<file path="src/rtl/pipeline_hazard_controller_if.sv">
// -----------------------------------------------------------------------------
// pipeline_hazard_controller_if
// Bundles the pipeline-side signals of the hazard controller.
//   master : pipeline / stage logic. Drives the ID sources, the EX/MEM
//            destinations, the branch outcome and the memory handshake.
//            Receives the freeze/flush controls and the debug counters.
//   slave  : pipeline_hazard_controller. Sees the same signals with the
//            directions reversed.
// Parameter CNT_WIDTH sets the width of the performance counters.
// -----------------------------------------------------------------------------
interface pipeline_hazard_controller_if #(
  parameter int CNT_WIDTH = 16
);
  // ID-stage sources
  logic [3:0]           idSrc1;
  logic [3:0]           idSrc2;
  logic                 idSrc1Valid;
  logic                 idSrc2Valid;
  // EX / MEM destinations
  logic [3:0]           exDestination;
  logic                 exWriteBackEnabled;
  logic                 exMemoryReadEnabled;
  logic [3:0]           memDestination;
  logic                 memWriteBackEnabled;
  // Branch outcome and data-memory handshake
  logic                 exBranchTaken;
  logic                 memAccessStart;
  logic                 memReady;
  // Stage controls
  logic                 freezePc;
  logic                 freezeIfReg;
  logic                 freezeIdReg;
  logic                 freezeExReg;
  logic                 freezeMemReg;
  logic                 flushIfReg;
  logic                 flushIdReg;
  // Status and performance counters
  logic                 memTimeout;
  logic [CNT_WIDTH-1:0] stallCycles;
  logic [CNT_WIDTH-1:0] flushCount;

  modport master (
    output idSrc1, idSrc2, idSrc1Valid, idSrc2Valid,
           exDestination, exWriteBackEnabled, exMemoryReadEnabled,
           memDestination, memWriteBackEnabled,
           exBranchTaken, memAccessStart, memReady,
    input  freezePc, freezeIfReg, freezeIdReg, freezeExReg, freezeMemReg,
           flushIfReg, flushIdReg, memTimeout, stallCycles, flushCount
  );

  modport slave (
    input  idSrc1, idSrc2, idSrc1Valid, idSrc2Valid,
           exDestination, exWriteBackEnabled, exMemoryReadEnabled,
           memDestination, memWriteBackEnabled,
           exBranchTaken, memAccessStart, memReady,
    output freezePc, freezeIfReg, freezeIdReg, freezeExReg, freezeMemReg,
           flushIfReg, flushIdReg, memTimeout, stallCycles, flushCount
  );
endinterface

</file>
<file path="src/rtl/pipeline_hazard_controller.sv">
// -----------------------------------------------------------------------------
// pipeline_hazard_controller
// Central stall/flush sequencer for the five-stage pipeline. Each cycle it
// decides which stage registers are frozen and which receive a bubble. The
// decision comes from RAW hazards, taken branches and the multi-cycle data
// memory. It also keeps saturating stall/flush counters for debug.
// Ports:
//   clk  : system clock, rising edge
//   rst  : asynchronous reset, active low
//   bus  : pipeline_hazard_controller_if.slave (sources, destinations,
//          branch, memory handshake in; freezes, flushes, timeout flag,
//          counters out)
// Parameters:
//   FORWARDING  : 1 = only load-use hazards stall, 0 = any RAW vs EX/MEM
//   MEM_TIMEOUT : memory wait cycles tolerated before ERROR (>= 1)
//   CNT_WIDTH   : performance counter width
// -----------------------------------------------------------------------------
module pipeline_hazard_controller #(
  parameter bit FORWARDING  = 1'b1,
  parameter int MEM_TIMEOUT = 255,
  parameter int CNT_WIDTH   = 16
) (
  input  logic                          clk,
  input  logic                          rst,
  pipeline_hazard_controller_if.slave   bus
);

  localparam int WAIT_W = $clog2(MEM_TIMEOUT + 1);
  localparam logic [WAIT_W-1:0]    WAIT_LIMIT = WAIT_W'(MEM_TIMEOUT);
  localparam logic [CNT_WIDTH-1:0] CNT_MAX    = {CNT_WIDTH{1'b1}};

  typedef enum logic [1:0] {
    RUN      = 2'd0,
    MEM_WAIT = 2'd1,
    ERROR    = 2'd2
  } state_t;

  state_t               state_q, state_d;
  logic [WAIT_W-1:0]    wait_q, wait_d;
  logic [CNT_WIDTH-1:0] stall_q, flush_q;
  logic                 timeout_q;

  // ---------------------------------------------------------------------------
  // Hazard detection, one comparator pair per ID source.
  // ---------------------------------------------------------------------------
  logic [3:0] src   [2];
  logic       src_v [2];
  logic [1:0] hit;
  logic       hazard;

  assign src[0]   = bus.idSrc1;
  assign src[1]   = bus.idSrc2;
  assign src_v[0] = bus.idSrc1Valid;
  assign src_v[1] = bus.idSrc2Valid;

  for (genvar gi = 0; gi < 2; gi++) begin : g_src
    if (FORWARDING) begin : g_fwd
      // With forwarding, only a load in EX cannot supply its result in time.
      assign hit[gi] = src_v[gi] && bus.exWriteBackEnabled &&
                       bus.exMemoryReadEnabled && (bus.exDestination == src[gi]);
    end else begin : g_nofwd
      assign hit[gi] = src_v[gi] &&
                       ((bus.exWriteBackEnabled  && (bus.exDestination  == src[gi])) ||
                        (bus.memWriteBackEnabled && (bus.memDestination == src[gi])));
    end
  end

  assign hazard = |hit;

  // ---------------------------------------------------------------------------
  // Next-state and Mealy control decode
  // ---------------------------------------------------------------------------
  logic freeze_all;    // all five freezes
  logic freeze_front;  // PC and IF/ID only (hazard stall)
  logic flush_if;
  logic flush_id;

  always_comb begin
    freeze_all   = 1'b0;
    freeze_front = 1'b0;
    flush_if     = 1'b0;
    flush_id     = 1'b0;
    state_d      = state_q;
    wait_d       = wait_q;
    case (state_q)
      RUN: begin
        if (bus.memAccessStart && !bus.memReady) begin
          freeze_all = 1'b1;
          state_d    = MEM_WAIT;
          wait_d     = WAIT_W'(1);
        end else if (bus.exBranchTaken) begin
          // The ID instruction is discarded, so any hazard on it is moot.
          flush_if = 1'b1;
          flush_id = 1'b1;
        end else if (hazard) begin
          freeze_front = 1'b1;
          flush_id     = 1'b1;   // bubble into EX
        end
      end
      MEM_WAIT: begin
        // Branch/hazard inputs are frozen too and get re-evaluated afterwards.
        freeze_all = 1'b1;
        if (bus.memReady) begin
          state_d = RUN;
          wait_d  = '0;
        end else if (wait_q == WAIT_LIMIT) begin
          state_d = ERROR;
        end else begin
          wait_d = wait_q + 1'b1;
        end
      end
      ERROR: begin
        freeze_all = 1'b1;
      end
      default: begin
        state_d = RUN;
        wait_d  = '0;
      end
    endcase
  end

  logic freeze_pc_int;
  assign freeze_pc_int = freeze_all | freeze_front;

  // ---------------------------------------------------------------------------
  // State, wait counter and saturating performance counters
  // ---------------------------------------------------------------------------
  always_ff @(posedge clk or negedge rst) begin
    if (!rst) begin
      state_q   <= RUN;
      wait_q    <= '0;
      stall_q   <= '0;
      flush_q   <= '0;
      timeout_q <= 1'b0;
    end else begin
      state_q   <= state_d;
      wait_q    <= wait_d;
      timeout_q <= (state_d == ERROR);
      if (freeze_pc_int && (stall_q != CNT_MAX)) begin
        stall_q <= stall_q + 1'b1;
      end
      if (flush_if && (flush_q != CNT_MAX)) begin
        flush_q <= flush_q + 1'b1;
      end
    end
  end

  // ---------------------------------------------------------------------------
  // Outputs: controls are forced low for as long as reset is held.
  // ---------------------------------------------------------------------------
  assign bus.freezePc     = rst & freeze_pc_int;
  assign bus.freezeIfReg  = rst & freeze_pc_int;
  assign bus.freezeIdReg  = rst & freeze_all;
  assign bus.freezeExReg  = rst & freeze_all;
  assign bus.freezeMemReg = rst & freeze_all;
  assign bus.flushIfReg   = rst & flush_if;
  assign bus.flushIdReg   = rst & flush_id;
  assign bus.memTimeout   = timeout_q;
  assign bus.stallCycles  = stall_q;
  assign bus.flushCount   = flush_q;

endmodule

</file>
<file path="src/flat_wrapper.sv">
// flat-port wrapper written by rule: the top's interface ports become plain ports
module pipeline_hazard_controller_flat 
#(
  parameter bit FORWARDING  = 1'b1,
  parameter int MEM_TIMEOUT = 255,
  parameter int CNT_WIDTH   = 16
)
  (clk, rst, bus_idSrc1, bus_idSrc2, bus_idSrc1Valid, bus_idSrc2Valid, bus_exDestination, bus_exWriteBackEnabled, bus_exMemoryReadEnabled, bus_memDestination, bus_memWriteBackEnabled, bus_exBranchTaken, bus_memAccessStart, bus_memReady, bus_freezePc, bus_freezeIfReg, bus_freezeIdReg, bus_freezeExReg, bus_freezeMemReg, bus_flushIfReg, bus_flushIdReg, bus_memTimeout, bus_stallCycles, bus_flushCount);
  pipeline_hazard_controller_if #(.CNT_WIDTH(CNT_WIDTH)) bus_i ();
  input  logic clk;
  input  logic rst;
  input wire logic [$bits(bus_i.idSrc1)-1:0] bus_idSrc1;
  input wire logic [$bits(bus_i.idSrc2)-1:0] bus_idSrc2;
  input wire logic [$bits(bus_i.idSrc1Valid)-1:0] bus_idSrc1Valid;
  input wire logic [$bits(bus_i.idSrc2Valid)-1:0] bus_idSrc2Valid;
  input wire logic [$bits(bus_i.exDestination)-1:0] bus_exDestination;
  input wire logic [$bits(bus_i.exWriteBackEnabled)-1:0] bus_exWriteBackEnabled;
  input wire logic [$bits(bus_i.exMemoryReadEnabled)-1:0] bus_exMemoryReadEnabled;
  input wire logic [$bits(bus_i.memDestination)-1:0] bus_memDestination;
  input wire logic [$bits(bus_i.memWriteBackEnabled)-1:0] bus_memWriteBackEnabled;
  input wire logic [$bits(bus_i.exBranchTaken)-1:0] bus_exBranchTaken;
  input wire logic [$bits(bus_i.memAccessStart)-1:0] bus_memAccessStart;
  input wire logic [$bits(bus_i.memReady)-1:0] bus_memReady;
  output wire logic [$bits(bus_i.freezePc)-1:0] bus_freezePc;
  output wire logic [$bits(bus_i.freezeIfReg)-1:0] bus_freezeIfReg;
  output wire logic [$bits(bus_i.freezeIdReg)-1:0] bus_freezeIdReg;
  output wire logic [$bits(bus_i.freezeExReg)-1:0] bus_freezeExReg;
  output wire logic [$bits(bus_i.freezeMemReg)-1:0] bus_freezeMemReg;
  output wire logic [$bits(bus_i.flushIfReg)-1:0] bus_flushIfReg;
  output wire logic [$bits(bus_i.flushIdReg)-1:0] bus_flushIdReg;
  output wire logic [$bits(bus_i.memTimeout)-1:0] bus_memTimeout;
  output wire logic [$bits(bus_i.stallCycles)-1:0] bus_stallCycles;
  output wire logic [$bits(bus_i.flushCount)-1:0] bus_flushCount;
  assign bus_i.idSrc1 = bus_idSrc1;
  assign bus_i.idSrc2 = bus_idSrc2;
  assign bus_i.idSrc1Valid = bus_idSrc1Valid;
  assign bus_i.idSrc2Valid = bus_idSrc2Valid;
  assign bus_i.exDestination = bus_exDestination;
  assign bus_i.exWriteBackEnabled = bus_exWriteBackEnabled;
  assign bus_i.exMemoryReadEnabled = bus_exMemoryReadEnabled;
  assign bus_i.memDestination = bus_memDestination;
  assign bus_i.memWriteBackEnabled = bus_memWriteBackEnabled;
  assign bus_i.exBranchTaken = bus_exBranchTaken;
  assign bus_i.memAccessStart = bus_memAccessStart;
  assign bus_i.memReady = bus_memReady;
  assign bus_freezePc = bus_i.freezePc;
  assign bus_freezeIfReg = bus_i.freezeIfReg;
  assign bus_freezeIdReg = bus_i.freezeIdReg;
  assign bus_freezeExReg = bus_i.freezeExReg;
  assign bus_freezeMemReg = bus_i.freezeMemReg;
  assign bus_flushIfReg = bus_i.flushIfReg;
  assign bus_flushIdReg = bus_i.flushIdReg;
  assign bus_memTimeout = bus_i.memTimeout;
  assign bus_stallCycles = bus_i.stallCycles;
  assign bus_flushCount = bus_i.flushCount;
  pipeline_hazard_controller #(.FORWARDING(FORWARDING), .MEM_TIMEOUT(MEM_TIMEOUT), .CNT_WIDTH(CNT_WIDTH)) u_core (.clk(clk), .rst(rst), .bus(bus_i));
endmodule
</file>
<file path="config.mk">
export PLATFORM = sky130hd
export DESIGN_NAME = pipeline_hazard_controller_flat
export DESIGN_NICKNAME = d
export VERILOG_FILES = /design/src/rtl/pipeline_hazard_controller_if.sv /design/src/rtl/pipeline_hazard_controller.sv /design/src/flat_wrapper.sv
export SDC_FILE = /design/constraint.sdc
export NUM_CORES = 1
export LEC_CHECK = 0
export ABC_AREA = 1
export BUFFER_PORTS_ARGS = -buffer_cell sky130_fd_sc_hd__buf_2
export CAP_MARGIN = 5
export CORE_UTILIZATION = 30
export CTS_CLUSTER_SIZE = 24
export DETAILED_ROUTE_END_ITERATION = 16
export HOLD_SLACK_MARGIN = 0.05
export SYNTH_ARGS = -nofsm -noshare
export SYNTH_HDL_FRONTEND = slang
export SYNTH_SLANG_ARGS = --single-unit
</file>
<file path="constraint.sdc">
create_clock -name clk -period 3.6 [get_ports clk]
set_input_delay 0.72 -clock clk [delete_from_list [all_inputs] [get_ports clk]]
set_output_delay 0.72 -clock clk [all_outputs]
set_load 0.05 [all_outputs]
</file>
==> run summary <==
capturing instance or port of the critical path -> bus_freezeIfReg
via-per-instance ratio -> 4.57
postcts setup bufs -> 0
total overflow reported by the global router -> 0
r2r endpoint -> u_core.bus.flushCount[11]
area inside the core boundary -> 8720 um2
clock input transition at the sequential cells of the worst setup and hold paths -> 0.07 ns
final hold slack -> 0.265 ns
number of buffers created by CTS -> 5
number of distinct library cells after synthesis -> 27
TritonCTS clock tree -> yes
final slew viol count -> 0
Syn Inst Count -> 377
required arrival time at the worst endpoint -> 2.88 ns
highest clock frequency the design can meet -> 396 MHz
cells traversed along the worst timing path -> buf_2 -> inv_1 -> nand2_1 -> nand2_1 -> nor2_1 -> nand3_1 -> nand2_1 -> nand2_1 -> a21oi_1 -> buf_2
worst ir drop on vdd -> 0.000226 V
number of levels the H-tree was split into -> 2
status -> finished, final reports clean
reg-to-reg critical path startpoint -> u_core.state_q[1]
kind of end point of the critical path -> primary output
final period demand of the worst path -> 2.52 ns
antenna-violating nets left -> 0
post-synthesis net count -> 410
# diodes -> 0
Final Net Count -> 472
pin count of the biggest net entering global routing -> 39
mean routed wirelength per cell -> 10.7 um
count of unresolved DRC violations after routing -> 0
floorplan die height -> 97.0 um
slew of the pin with the lowest slew margin -> 0.479 ns
setup total negative slack -> 0 ns
Hold Vio Cnt, Final -> 0
critical path's largest stage delay -> 0.29 ns
per-instance average area after synthesis -> 7.18 um2
total of max-cap violations -> 0
number of input and output port buffers inserted -> 60
detailed-placement wirelength estimate -> 4520 um
via count of the first global-routing pass -> 2420
number of DRC markers after the initial detailed-route iteration -> 86
met2 routed WL -> 2850 um
std cell rows -> 34
GRT Resource Usage Total -> 13.5%
final setup violation count -> 0
final weighted congestion in routability-driven placement -> 0.738
total clock sinks -> 43
Most Frequent Cell on Critical Path -> sky130_fd_sc_hd__nand2_1
number of antenna violations at the first check in global routing -> 0
portion of the post-synthesis area used by sequential elements -> 39.8%
layout cells sized above 1 -> 17.6%
setup skew after layout -> 0.0132 ns
Hold/Removal Path Class -> input pin to async pin
data arrival time of the critical path -> 1.80 ns
worst-skew pair later-pin latency -> 0.29 ns
area of all placed cells without fillers -> 3180 um2
kind of cell adding the most delay to the critical path -> simple AND/OR/NAND/NOR gates
metal3 WL -> 229 um
Metal-1 WL -> 2760 um
Final Cycle Share -> 70.1%
unrepaired setup endpoints after global routing -> false
Worst setup SP type -> input pin
Stages on worst setup path -> 10
count of instances resized after the clock tree is built -> 0
origin of the worst setup path -> bus_exDestination[3]
drt pass-1 iters -> 4
sum of buffers and inverters on the critical path -> 3
Post-CTS Hold Fix Bufs -> 0
x dimension of the die -> 97.0 um
die area -> 9400 um2
overall via count from detail_route -> 2493
instance area at placement -> 3100 um2
post-layout util -> 36.4%
flops & latches, synth -> 43
Max FO, Critical Path -> 3
maximum buffer depth of the clock tree -> 2
number of warnings printed during yosys synthesis -> 0
worst setup slack for register-to-register paths -> 1.70 ns
Leak -> 1.73 nW
Crit-path slowest cell -> sky130_fd_sc_hd__buf_2
crit path kind -> input pin to primary output
root buffer cell -> sky130_fd_sc_hd__clkbuf_8
first-pass GRT wire length -> 10700 um
post-synthesis cell area -> 2710 um2
number of cell instances on the worst register-to-register path -> 9
area added between synthesis and finish -> 17.4%
Max-Slew Margin vs Limit -> 68.1%
total power divided by cell area -> 547 nW/um2
boundary pin count -> 66
initial core utilization -> 31.0%
top layer in use -> met4
wirelength, routed -> 5870 um
[synth_stat cells]
master | n | area [um2]
sky130_fd_sc_hd__a31oi_1 | 2 | 12.5
sky130_fd_sc_hd__inv_2 | 3 | 11.3
sky130_fd_sc_hd__nand4_4 | 1 | 21.3
sky130_fd_sc_hd__nand2_1 | 116 | 435
sky130_fd_sc_hd__nor3_2 | 1 | 10.0
sky130_fd_sc_hd__buf_4 | 3 | 22.5
sky130_fd_sc_hd__nand2_2 | 3 | 18.8
sky130_fd_sc_hd__xnor2_1 | 10 | 87.6
sky130_fd_sc_hd__nand2_4 | 1 | 11.3
sky130_fd_sc_hd__xor2_1 | 15 | 131
sky130_fd_sc_hd__nand4_1 | 1 | 6.26
sky130_fd_sc_hd__buf_2 | 2 | 10.0
sky130_fd_sc_hd__nor3_1 | 9 | 45.0
sky130_fd_sc_hd__buf_6 | 1 | 11.3
sky130_fd_sc_hd__o21ai_0 | 8 | 40.0
sky130_fd_sc_hd__ha_1 | 7 | 87.6
sky130_fd_sc_hd__nor2_1 | 43 | 161
sky130_fd_sc_hd__nor3b_1 | 1 | 7.51
sky130_fd_sc_hd__inv_1 | 49 | 184
sky130_fd_sc_hd__nor3b_4 | 1 | 18.8
sky130_fd_sc_hd__a21oi_1 | 4 | 20.0
sky130_fd_sc_hd__o21ai_1 | 5 | 25.0
sky130_fd_sc_hd__dfrtp_1 | 43 | 1080
sky130_fd_sc_hd__nand3b_1 | 2 | 15.0
sky130_fd_sc_hd__nor2_2 | 1 | 6.26
sky130_fd_sc_hd__nand3_1 | 42 | 210
sky130_fd_sc_hd__and3_1 | 3 | 18.8
[per-layer routing]
layer	GRT usage [%]	vias to the layer above
li1	-	1297
met1	17.6	1147
met2	23.3	45
met3	2.89	4
met4	2.07	0
met5	0	-
[worst reg2reg max path, cell delays in order, from the launching register on]
cell and delay [ns]:
sky130_fd_sc_hd__dfrtp_1 0.41, sky130_fd_sc_hd__inv_1 0.11, sky130_fd_sc_hd__ha_1 0.20, sky130_fd_sc_hd__nand2_1 0.11, sky130_fd_sc_hd__nor2_1 0.25, sky130_fd_sc_hd__nand2_2 0.17, sky130_fd_sc_hd__nor2_1 0.27, sky130_fd_sc_hd__nand2_1 0.11
sky130_fd_sc_hd__nor2_1 0.10, sky130_fd_sc_hd__nor2_1 0.05
[logic make-up (layout without fill, tap and decap cells)]
family | Yosys count | in the layout | synth area share, %
buffers and inverters | 58 | 119 | 8.83
adder cells (fa/ha/maj) | 7 | 7 | 3.24
AND/OR/NAND/NOR | 225 | 225 | 36.4
flip-flops | 43 | 43 | 39.8
AO/OA/AOI/OAI | 19 | 19 | 3.61
XOR/XNOR | 25 | 25 | 8.09
[cell type report]
type	instances	area, um2
multi-input cells	276	1390
fillers	918	5540
flip-flops and latches	43	1080
well taps	108	135
clock buffers	6	72.6
repair buffers	61	308
inverters	52	195
[report_power, final]
| group | switching, W | leakage [nW] | internal [W] | total [W] |
|---|---|---|---|---|
| Clock | 0.000152 | 0.0371 | 0.000130 | 0.000281 |
| Sequential | 0.000102 | 0.574 | 0.000567 | 0.000669 |
| Combinational | 0.000591 | 1.12 | 0.000197 | 0.000788 |
| Total | 0.000845 | 1.73 | 0.000894 | 0.00174 |
[layout by cell type, fill, tap and decap left out, drive strengths merged, types with 3 or more instances in the layout]
cell	netlist	layout
a21oi	4	4
and3	3	3
buf	6	61
clkbuf	0	6
dfrtp	43	43
ha	7	7
inv	52	52
nand2	120	120
nand3	42	42
nor2	44	44
nor3	10	10
o21ai	13	13
xnor2	10	10
xor2	15	15
[worst min-delay path by stage]
| stage | to | slack (ns) | cells after the start |
|---|---|---|---|
| detailed placement | u_core.bus.flushCount[15] | 0.51 | 2 |
| floorplan | u_core.bus.flushCount[0] | 0.42 | 0 |
| global route | u_core.state_q[0] | 0.26 | 1 |
| CTS | u_core.bus.memTimeout | 0.27 | 1 |
| global placement | u_core.bus.flushCount[15] | 0.48 | 2 |
| finish | u_core.bus.memTimeout | 0.26 | 1 |
[state kept, by name, indices dropped and copies added (netlist names)]
name	flops
u_core.wait_q	8
u_core.bus.flushCount	16
u_core.bus.memTimeout	1
u_core.bus.stallCycles	16
u_core.state_q	2
[through the flow]
stage	power, W	setup slack, ns	cells
6_report	0.00174	1.08	546
2_1_floorplan	0.00129	0.594	377
3_3_place_gp	0.00146	1.10	540
4_1_cts	0.00176	1.06	546
3_5_place_dp	0.00148	1.07	540
5_1_grt	0.00187	0.966	546
(Power assumes the default switching activity.)
